===== src/rtl/ook_demodulator_pkg.sv =====
// Shared constants and state encoding for the OOK demodulator.
// mod_params layout: N (cycles per half period) in the low N_W bits.
package ook_demodulator_pkg;

    localparam int MOD_PARAMS_W = 16;
    localparam int N_W          = 8;
    localparam int GAP_W        = N_W + 2;

    typedef enum logic [1:0] {
        OOK_IDLE   = 2'd0,
        OOK_ACQ    = 2'd1,
        OOK_LOCKED = 2'd2
    } ook_state_e;

    function automatic logic [31:0] win_lo(input logic [31:0] per,
                                           input logic [31:0] tol);
        return (per > tol) ? per - tol : 32'd1;
    endfunction

endpackage


===== src/rtl/ook_edge_sync.sv =====
// Synchroniser for the asynchronous line plus a both-polarity edge pulse.
// The pulse is high for one cycle after the synced level changes.
module ook_edge_sync
    import ook_demodulator_pkg::*;
#(
    parameter int STAGES = 2
) (
    input  logic clk_i,
    input  logic rst_ni,
    input  logic d_i,
    output logic edge_o
);

    logic [STAGES-1:0] sync_q;
    logic              prev_q;

    // shift the pin through the chain and remember the last synced level
    always_ff @(posedge clk_i or negedge rst_ni) begin
        if (!rst_ni) begin
            sync_q <= '0;
            prev_q <= 1'b0;
        end else begin
            sync_q <= {sync_q[STAGES-2:0], d_i};
            prev_q <= sync_q[STAGES-1];
        end
    end

    assign edge_o = sync_q[STAGES-1] ^ prev_q;

endmodule


===== src/rtl/ook_demodulator.sv =====
// On-off-keyed carrier detector: edge-interval lock FSM and gap timeout.
// Define OOK_DEMOD_STATS_EN to build the lock/glitch statistics counters.
module ook_demodulator
    import ook_demodulator_pkg::*;
#(
    parameter int LOCK_EDGES  = 3,
    parameter int TOL         = 2,
    parameter int SYNC_STAGES = 2,
    parameter int STAT_W      = 16
) (
    input  logic                    clk,
    input  logic                    n_reset,
    input  logic                    in,
    input  logic [MOD_PARAMS_W-1:0] mod_params,
    output logic                    out,
    output logic                    glitch,
    output logic [STAT_W-1:0]       lock_count,
    output logic [STAT_W-1:0]       glitch_count
);

    localparam int RUN_W = (LOCK_EDGES > 1) ? $clog2(LOCK_EDGES) : 1;
    localparam logic [RUN_W-1:0] RUN_LAST = RUN_W'(LOCK_EDGES - 1);

    ook_state_e              state_q, state_d;
    logic [RUN_W-1:0]        run_q, run_d;
    logic [GAP_W-1:0]        gap_q, gap_d;
    logic [MOD_PARAMS_W-1:0] params_q;
    logic                    out_q, glitch_q, glitch_d;
    logic                    edge_det, params_chg;
    logic [31:0]             period, hi, lo, interval;
    logic                    too_short, too_long;

    ook_edge_sync #(
        .STAGES (SYNC_STAGES)
    ) u_sync (
        .clk_i  (clk),
        .rst_ni (n_reset),
        .d_i    (in),
        .edge_o (edge_det)
    );

    assign params_chg = (mod_params != params_q);
    assign period     = 32'(params_q[N_W-1:0]) + 32'd1;
    assign hi         = period + 32'(TOL);
    assign lo         = win_lo(period, 32'(TOL));
    assign interval   = 32'(gap_q) + 32'd1;
    assign too_short  = interval < lo;
    assign too_long   = interval > hi;

    // next state: judge each edge against the window, time out on silence
    always_comb begin
        state_d  = state_q;
        run_d    = run_q;
        glitch_d = 1'b0;
        gap_d    = edge_det ? '0 :
                   (gap_q == '1) ? gap_q : gap_q + GAP_W'(1);
        unique case (state_q)
            OOK_IDLE: begin
                if (edge_det) begin
                    state_d = OOK_ACQ;
                    run_d   = '0;
                end
            end
            OOK_ACQ: begin
                if (edge_det) begin
                    if (too_short) begin
                        glitch_d = 1'b1;
                        state_d  = OOK_IDLE;
                        run_d    = '0;
                    end else if (too_long) begin
                        run_d = '0;
                    end else if (run_q == RUN_LAST) begin
                        state_d = OOK_LOCKED;
                        run_d   = '0;
                    end else begin
                        run_d = run_q + RUN_W'(1);
                    end
                end else if (too_long) begin
                    state_d = OOK_IDLE;
                    run_d   = '0;
                end
            end
            OOK_LOCKED: begin
                if (edge_det) begin
                    if (too_short) begin
                        glitch_d = 1'b1;
                        state_d  = OOK_IDLE;
                    end else if (too_long) begin
                        state_d = OOK_ACQ;
                        run_d   = '0;
                    end
                end else if (too_long) begin
                    state_d = OOK_IDLE;
                end
            end
            default: begin
                state_d = OOK_IDLE;
                run_d   = '0;
            end
        endcase
        if (params_chg) begin
            state_d  = OOK_IDLE;
            run_d    = '0;
            gap_d    = '0;
            glitch_d = 1'b0;
        end
    end

    // state, gap counter, parameter shadow and registered outputs
    always_ff @(posedge clk or negedge n_reset) begin
        if (!n_reset) begin
            state_q  <= OOK_IDLE;
            run_q    <= '0;
            gap_q    <= '0;
            params_q <= '0;
            out_q    <= 1'b0;
            glitch_q <= 1'b0;
        end else begin
            state_q  <= state_d;
            run_q    <= run_d;
            gap_q    <= gap_d;
            params_q <= mod_params;
            out_q    <= (state_d == OOK_LOCKED);
            glitch_q <= glitch_d;
        end
    end

    assign out    = out_q;
    assign glitch = glitch_q;

`ifdef OOK_DEMOD_STATS_EN
    logic              lock_entry;
    logic [STAT_W-1:0] lock_cnt_q, glitch_cnt_q;

    assign lock_entry = (state_d == OOK_LOCKED) && (state_q != OOK_LOCKED);

    // saturating event counters
    always_ff @(posedge clk or negedge n_reset) begin
        if (!n_reset) begin
            lock_cnt_q   <= '0;
            glitch_cnt_q <= '0;
        end else begin
            if (lock_entry && (lock_cnt_q != '1))
                lock_cnt_q <= lock_cnt_q + STAT_W'(1);
            if (glitch_d && (glitch_cnt_q != '1))
                glitch_cnt_q <= glitch_cnt_q + STAT_W'(1);
        end
    end

    assign lock_count   = lock_cnt_q;
    assign glitch_count = glitch_cnt_q;
`else
    assign lock_count   = '0;
    assign glitch_count = '0;
`endif

endmodule


===== config.mk =====
export PLATFORM = sky130hd
export DESIGN_NAME = ook_demodulator
export DESIGN_NICKNAME = d
export VERILOG_FILES = /design/src/rtl/ook_demodulator_pkg.sv /design/src/rtl/ook_edge_sync.sv /design/src/rtl/ook_demodulator.sv
export SDC_FILE = /design/constraint.sdc
export NUM_CORES = 1
export LEC_CHECK = 0
export BUFFER_PORTS_ARGS = -buffer_cell sky130_fd_sc_hd__buf_4
export CORE_MARGIN = 2
export CORE_UTILIZATION = 45
export DETAILED_ROUTE_END_ITERATION = 10
export PLACE_DENSITY = 0.67
export SYNTH_ARGS = -nofsm -noshare
export SYNTH_HDL_FRONTEND = slang
export SYNTH_HIERARCHICAL = 1
export SYNTH_SLANG_ARGS = --single-unit

===== constraint.sdc =====
create_clock -name clk -period 6.6 [get_ports clk]
set_input_delay 0.66 -clock clk [delete_from_list [all_inputs] [get_ports clk]]
set_output_delay 0.66 -clock clk [all_outputs]
set_load 0.02 [all_outputs]

# After elaboration in Yosys (flattened, before gate mapping)
# Cells that the tools add are included.
[op_classes]
n_reduce_logical = 3
magnitude_cmp = 3
eq_ne = 10
n_bitwise = 1
n_mux = 29
add_sub_neg = 6
[ops]
columns = ["cell", "count"]
rows = [
  ["$mux W2", 19],
  ["$lt A11 B32 Y1", 1],
  ["$mux W32", 1],
  ["$mux W10", 3],
  ["$ne A16 B16 Y1", 1],
  ["$ne A3 B3 Y1 const B", 4],
  ["$pmux W2 S3", 2],
  ["$add A10 B1 Y11 const B", 1],
  ["$gt A11 B10 Y1", 1],
  ["$add A10 B1 Y10 const B", 1],
  ["$add A9 B2 Y10 const B", 1],
  ["$eq A10 B10 Y1 const B", 1],
  ["$sub A9 B2 Y10 const B", 1],
  ["$add A8 B1 Y9 const B", 1],
  ["$gt A9 B2 Y1 const B", 1],
  ["$eq A2 B2 Y1 const B", 3],
  ["$mux W1", 4],
  ["$reduce_and A3 Y1", 1],
  ["$add A2 B1 Y2 const B", 1],
  ["$eq A2 B1 Y1 const B", 1],
  ["$logic_not A2 Y1", 1],
  ["$reduce_or A2 Y1", 1],
  ["$xor A1 B1 Y1", 1],
]
[word_totals]
word_cells = 60
inputBits = 19
regBits = 35

# Longest topological paths before layout
# Gate-level depths: netlist of run 1.
[depth]
ltp_word = 9
mapped_depth = 18
depth_no_buf = 17

# Hierarchy
# The synthesis of run 1 kept the hierarchy.
[by_module_without_submodules]
columns = ["mod", "seq_area_each_um2", "n_inst", "cells_per_inst", "area_each_um2"]
rows = [
  ["ook_demodulator", 800.8, 1, 317, 2827.7],
  ["ook_edge_sync", 75.1, 1, 4, 83.8],
]

# Least setup slack after synthesis of run 1
# OpenSTA, ideal clock, no wires.
[synth_timing]
path_kind = "register -> register"
from = "register params_q[0]"
to = "register run_q[0]"
stages_incl_launch_ff = 19
arrival_ns = 3.659
slack_ns = 2.864
path_buffers = 1
cell_sequence = "dfrtp_1 -> ha_1 -> and3_1 -> buf_6 -> xor2_1 -> nand2_1 -> nor3_1 -> nand3b_1 -> a21oi_1 -> a31oi_1 -> ha_1 -> a21o_1 -> a211oi_2 -> nand2b_1 -> o211ai_2 -> nand4_1 -> a2111o_1 -> or3_1 -> o21ai_1"
[synth_via]
elab_chain_len = 8
elab_cells_between_ends = 20
classes_between = "add/sub: 3; order compare: 3; eq/ne: 4; mux: 9; reduce/logical: 1"
[synth_rtl]
columns = ["element", "line_no", "rtl"]
rows = [
  ["start, declared", "ook_demodulator.sv:27", "logic [MOD_PARAMS_W-1:0] params_q;"],
  ["start signal, assigned", "ook_demodulator.sv:122", "params_q <= mod_params;"],
  ["$add A8 B1 Y9", "ook_demodulator.sv:43", "assign period = 32'(params_q[N_W-1:0]) + 32'd1;"],
  ["$sub A9 B2 Y10 (tied with other cells)", "ook_demodulator_pkg.sv:17", "return (per > tol) ? per - tol : 32'd1;"],
  ["$mux W32 / $gt A11 B10 Y1 (equally long branches)", "ook_demodulator_pkg.sv:17, ook_demodulator.sv:48", ""],
  ["$lt A11 B32 Y1 (tied with other cells)", "ook_demodulator.sv:47", "assign too_short = interval < lo;"],
  ["$mux W2 (on tied branches) (2 in series)", "-", ""],
  ["$pmux W2 S3", "ook_demodulator.sv:57", "unique case (state_q)"],
  ["$mux W2", "ook_demodulator.sv:101", "if (params_chg) begin"],
  ["end signal, assigned", "ook_demodulator.sv:120", "run_q <= run_d;"],
  ["end, declared", "ook_demodulator.sv:25", "logic [RUN_W-1:0] run_q, run_d;"],
]
# Parallel ways exist; a longest one is shown, timed or not. The select of a mux whose other input is x is not followed.
# A chain may end at the register's enable or synchronous reset.

# Final worst setup path of run 1
# Ends and elaborated chain as after synthesis.

==> results of run 1 <==
==> metal layers <==
metal	track usage [%]	vias up	share of wire, %
li1	-	1083	-
met3	5.41	6	5.4
met2	27.3	51	46
met1	20.6	977	48
met4	2.45	0	0.65
met5	0	-	0
==> report_power, final <==
group	internal, mW	total [mW]	leakage [nW]	switching, mW
Clock	0.112	0.195	0.0581	0.0826
Sequential	0.220	0.227	0.445	0.00722
Combinational	0.0390	0.102	1.01	0.0632
Total	0.372	0.525	1.51	0.153
==> Yosys cell counts, types with 2 or more instances <==
cell type / count / area [um^2]
nor2_1: 17 / 63.8
nand2b_1: 5 / 31.3
inv_1: 22 / 82.6
o21ai_0: 7 / 35.0
or2b_1: 2 / 15.0
xnor2_1: 27 / 236
buf_4: 34 / 255
dfrtp_1: 35 / 876
nor3_1: 8 / 40.0
a31oi_1: 5 / 31.3
clkbuf_1: 4 / 15.0
a21oi_1: 19 / 95.1
xor2_1: 11 / 96.3
nand4_1: 11 / 68.8
nand2_1: 17 / 63.8
and2_1: 2 / 12.5
ha_1: 28 / 350
mux2i_1: 4 / 40.0
nor2b_1: 3 / 18.8
a21o_1: 3 / 22.5
and3_1: 7 / 43.8
conb_1: 2 / 7.51
buf_6: 3 / 33.8
o211a_1: 2 / 20.0
nand3_1: 15 / 75.1
==> final timing paths <==
path                                            start                          to  slack (ps)  cells after the start
max                             params_q[0]$_DFF_PN0_        run_q[0]$_DFFE_PN0P_        2290                     17
min                                           n_reset        gap_q[6]$_DFFE_PN0P_         310                      1
max reg2reg                     params_q[0]$_DFF_PN0_        run_q[0]$_DFFE_PN0P_        2290                     17
min reg2reg                u_sync/sync_q[0]$_DFF_PN0_  u_sync/sync_q[1]$_DFF_PN0_         370                      0
max in group asynchronous                     n_reset        run_q[1]$_DFFE_PN0P_        5980                      1
min in group clk           u_sync/sync_q[0]$_DFF_PN0_  u_sync/sync_q[1]$_DFF_PN0_         370                      0
==> cell type report <==
type                            instances  area (um^2)  area share (%)
Clock buffer                            5         68.8            2.24
Clock inverter                          3         43.8            1.42
Inverter                               22         82.6            2.68
Multi-Input combinational cell        253         1760            57.2
Sequential cell                        35          876            28.5
Tap cell                               77         96.3            3.13
Timing Repair Buffer                   20          150            4.88
==> cell usage in the layout (no fill, tap or decap), types with 3 or more instances in the layout <==
cell / count
nor2b_1: 3
a21o_1: 3
xor2_1: 11
and3_1: 7
a21oi_1: 19
nand3_1: 15
o21ai_0: 7
a31oi_1: 5
nand2b_1: 5
dfrtp_1: 35
nor2_1: 17
xnor2_1: 27
buf_4: 20
mux2i_1: 4
nand4_1: 11
inv_1: 22
ha_1: 28
nor3_1: 8
conb_1: 33
nand2_1: 17
clkbuf_8: 5
==> state kept, by name, summed over array words and instances, names as in the netlist <==
signal	cells
state_q	2
out	1
gap_q	10
u_sync/prev_q	1
params_q	16
glitch	1
u_sync/sync_q	2
run_q	2
==> metrics by stage <==
stage / std cells / util [%]
finish: 415 / 48.8
global route: 415 / 48.8
CTS: 415 / 48.8
detailed placement: 407 / 47.0
global placement: 407 / 47.0
floorplan: 352 / -
==> cell families (layout without fill, tap and decap cells) <==
group,Yosys count,after routing
and+or+nand+nor,100,100
other,2,33
adders and majority gates,28,28
buffers and inverters,64,50
muxes,4,4
AOI/OAI and AO/OA,49,49
xor gates and xnor gates,39,39
DFF,35,35
==> worst max-delay path, stage by stage, from the launching register on <==
cell and delay (ps):
dfrtp_1 500, ha_1 330, and3_1 310, xor2_1 250, nand2_1 90, nor3_1 260
nand3b_1 110, a21oi_1 160, a31oi_1 70, ha_1 320, a21o_1 180, a211oi_2 270
nand2b_1 100, o211ai_2 270, nand4_1 190, a2111o_1 410, or3_1 320, o21ai_1 90
==> impl_metrics.json, run 1 <==
{
  "place_congestion": 0.865,
  "place_hpwl_mm": 4.29,
  "critPathArrivalTime_ps": 4530,
  "holdWs_ps": 306,
  "ys_ff_latch": 35,
  "synth_xor_area_share_pct": 12.0,
  "dieHeight_um": 84.4,
  "path_clk_slew_ps": 70,
  "cts_buffers": 5,
  "relSlewSlack_pct": 42.9,
  "clockBufferDepth": 2,
  "required_ps": 6820,
  "cts.repair.resized": 0,
  "vias_per_cell": 5.10,
  "drc": 0,
  "yosysWarnings": 6,
  "tns_ps": 0,
  "num_vias": 2117,
  "htreeDepth": 2,
  "syn_to_final_growth_pct": 5.72,
  "cts-root-buf": "clkbuf_8",
  "grt_pass1_wl_mm": 9.31,
  "ios": 53,
  "setup_ws_ps": 2290,
  "start_util_pct": 46.1,
  "finalSetupViolCount": 0,
  "yosys.area_share.simple_pct": 19.9,
  "finalCritPeriodShare_pct": 65.3,
  "wl_per_cell_um": 13.0,
  "core_um2": 6310,
  "syn_area_um2": 2910,
  "grt_remaining_overflow": 0,
  "cap_violations": 0,
  "worst_slew_pin_slew_ps": 851,
  "die_area_um2": 7130,
  "max-vdd-ir-drop_mv": 0.128,
  "drtPass1Iterations": 4,
  "p_leak_nw": 1.51,
  "max_freq_mhz": 232,
  "grt_usage_pct": 16.1,
  "antenna_found_initial": 0,
  "placed_area_um2": 2970,
  "synth_ff_type": "dfrtp_1",
  "cts_sinks": 35,
  "power.density_cell_area_nw_per_um2": 170,
  "first_iter_violations": 92,
  "ant_nets": 0,
  "die_w_um": 84.4,
  "fin_total_pwr_uw": 525,
  "slew_violations": 0,
  "cts_setup_buffers": 0,
  "pre_cts_slack_ps": 2320,
  "clk_latency_ps": 300,
  "nets": 384,
  "setup.worst_path.start_class": "register",
  "synth_top_family_by_area": "simple AND/OR/NAND/NOR gates",
  "routed_wl_mm": 5.39,
  "syn_area_per_cell_um2": 9.07,
  "syn_inst": 321,
  "grt_max_degree": 36,
  "first_global_vias": 2065,
  "ys_async_sr_fraction_pct": 100,
  "finalCriticalPeriod_ps": 4310,
  "grt_setup_unrepaired": "no",
  "crit_path_max_fanout": 8,
  "synthDistinctLibCells": 53,
  "outcome": "finished, final reports clean",
  "critPathKind": "register to register",
  "final_area_um2": 3080,
  "clock_skew_ps": 5.06,
  "cts_tree": "done",
  "rows": 29,
  "synth_compound_area_share_pct": 11.0,
  "portBuffers": 20,
  "hold_class": "input port to asynchronous set/reset pin",
  "ys_seq_area_share_pct": 30.1,
  "num-fill-cells": 616,
  "diodes": 0,
  "end_kind": "register",
  "drive_above_1_share_pct": 11.2,
  "synth_edf_count": 0,
  "yosys.area_share.adder_pct": 12.0,
  "hold_viol_final": 0,
  "synth_mux_area_share_pct": 1.38,
  "post_cts_hold_buffer_count": 0
}
Note: power is estimated with default switching activity, not from simulation.
==> run 2, diff against run 1 <==
--- a/config.mk
+++ b/config.mk
@@ -9,7 +9,7 @@
 export CORE_MARGIN = 2
 export CORE_UTILIZATION = 45
 export DETAILED_ROUTE_END_ITERATION = 10
-export PLACE_DENSITY = 0.67
+export PLACE_DENSITY = 0.69
 export SYNTH_ARGS = -nofsm -noshare
 export SYNTH_HDL_FRONTEND = slang
 export SYNTH_HIERARCHICAL = 1
==> constraint.sdc (replaced) <==
create_clock -name clk -period 3.45 [get_ports clk]
set_input_delay 0.345 -clock clk [delete_from_list [all_inputs] [get_ports clk]]
set_output_delay 0.345 -clock clk [all_outputs]
set_load 0.02 [all_outputs]
==> impl_metrics.json, run 2 (same netlist as run 1, synthesis figures left out) <==
{
  "outcome": "finished with violations",
  "violations": "negative hold slack, negative setup slack",
  "cts_tree": "done",
  "clock_skew_ps": 12.7,
  "finalCriticalPeriod_ps": 3630,
  "largest_reg_flops": 16,
  "ant_nets": 0,
  "hold_viol_final": 8,
  "top_regs": "params_q: 16 flops, gap_q: 10 flops",
  "fin_total_pwr_mw": 1.09,
  "die_w_um": 84.4,
  "post_cts_hold_buffer_count": 0,
  "antenna_found_initial": 0,
  "end_kind": "register",
  "grt_max_degree": 36,
  "place_hpwl_mm": 5.00,
  "die_area_um2": 7130,
  "grt_usage_pct": 19.2,
  "finalCritPeriodShare_pct": 105,
  "cp_slowest_cell": "dfrtp_2",
  "p_leak_nw": 1.80,
  "holdWs_ps": -16.5,
  "vias_per_cell": 5.07,
  "cap_violations": 0,
  "worst_slew_pin_slew_ps": 639,
  "grt_pass1_wl_mm": 11.1,
  "htreeDepth": 2,
  "drive_above_1_share_pct": 30.0,
  "rows": 29,
  "dp_cells": 455,
  "ios": 53,
  "regToRegSetupSlack_ps": -180,
  "final_common_cell": "buf_4",
  "critical_path.cell_chain": "buf_6, and2_4, buf_4, nand4_1, xor2_1, nor3_2, nand3b_1, a21oi_1, a31oi_1, ha_1, a21o_1, a211oi_2, nand2b_1, o211ai_2, nand4_1, a2111o_1, or3_1, o21ai_1",
  "setup_ws_ps": -176,
  "dieHeight_um": 84.4,
  "fin_cells": 470,
  "critPathArrivalTime_ps": 3850,
  "diodes": 0,
  "routed_wl_mm": 6.32,
  "hold_class": "input port to asynchronous set/reset pin",
  "relSlewSlack_pct": 57.2,
  "drtPass1Iterations": 4,
  "first_global_vias": 2492,
  "nets": 439,
  "num_vias": 2382,
  "path_clk_slew_ps": 80,
  "wl_per_cell_um": 13.4,
  "max-vdd-ir-drop_mv": 0.252,
  "cp_common_cell": "nand4_1",
  "num-fill-cells": 558,
  "cts_sinks": 35,
  "power.density_cell_area_nw_per_um2": 299,
  "start_util_pct": 46.1,
  "path_buf_inv": 2,
  "grt_remaining_overflow": 0,
  "cts-root-buf": "clkbuf_8",
  "layout_common_cells": "buf_4 (71), conb_1 (33), dfrtp_1 (32)",
  "clk_latency_ps": 290,
  "critPathKind": "register to register",
  "core_um2": 6310,
  "slew_violations": 0,
  "drc": 0,
  "r2r-end": "run_q[0]$_DFFE_PN0P_",
  "cts_buffers": 5,
  "required_ps": 3670,
  "setup.worst_path.start_class": "register",
  "ff2ff_path_depth": 18,
  "top_register": "params_q",
  "first_iter_violations": 65,
  "place_congestion": 0.840,
  "path_delay_family": "compound AO/OA/AOI/OAI gates",
  "portBuffers": 20,
  "grt_setup_unrepaired": "yes",
  "slowest_delay_ps": 390,
  "max_freq_mhz": 276,
  "r2r_start": "params_q[0]$_DFF_PN0_",
  "finalSetupViolCount": 4,
  "crit_path_max_fanout": 7,
  "clockBufferDepth": 2,
  "syn_to_final_growth_pct": 25.6
}
[run 2: cell count changes in the layout (fill, tap and decap cells not counted), moves of 3 or more]
cell,change
buf_4,+51
buf_6,+4
dfrtp_1,-3
dfrtp_2,+3
ha_1,-3
nor3_1,-4
nor3_2,+3
[run 2: stage by stage]
step	hold WS (ps)	utilization, %	cell area, um^2	TNS [ps]	worst slack [ps]
final	-16.5	57.9	3660	-573	-176
after global placement	329	53.4	3370	-1100	-219
after global routing	28.9	57.9	3660	-2230	-474
after detailed placement	331	53.4	3370	-1450	-277
after CTS	10.7	57.3	3610	-401	-146
after floorplan	49.4	-	3080	-73.4	-73.4
[run 2: how the worst max path moves through the flow]
stage               slack [ps]  cells past startpoint                    to                   from
floorplan                  -70                     18  run_q[0]$_DFFE_PN0P_  params_q[0]$_DFF_PN0_
global placement          -220                     16  state_q[0]$_DFF_PN0_  params_q[0]$_DFF_PN0_
detailed placement        -280                     17  run_q[0]$_DFFE_PN0P_  params_q[0]$_DFF_PN0_
CTS                       -150                     19  run_q[1]$_DFFE_PN0P_  params_q[0]$_DFF_PN0_
global route              -470                     18  run_q[0]$_DFFE_PN0P_  params_q[0]$_DFF_PN0_
finish                    -180                     18  run_q[0]$_DFFE_PN0P_  params_q[0]$_DFF_PN0_
[run 2: per-layer routing]
layer  track usage (%)  up-vias  share of wire [%]
li1                  -     1186                  -
met1              22.0     1135                 42
met2              36.1       48                 53
met3              3.64       13                3.4
met4              5.63        0                1.9
met5                 0        -                  0
[run 2: final cells by class]
type | instances | area (um^2) | area share, %
multi-input cells | 253 | 1910 | 52.1
flip-flops and latches | 35 | 880 | 24.1
repair buffers | 75 | 578 | 15.8
well taps | 77 | 96.3 | 2.63
inverters | 22 | 82.6 | 2.26
clock buffers | 5 | 68.8 | 1.88
clock inverters | 3 | 46.3 | 1.27
[run 2: power by group]
group,switching [mW],leakage (nW),internal (mW)
clock network,0.158,0.0548,0.217
logic,0.153,1.30,0.135
registers,0.00966,0.442,0.422
[run 2: timing repair]
action / CTS / global route
pin swaps: 9 / 7
endpoints found under the hold margin: 0 / 0
endpoints found under the setup margin: 6 / 6
setup buffers: 5 / 2
gates resized for setup: 20 / 5
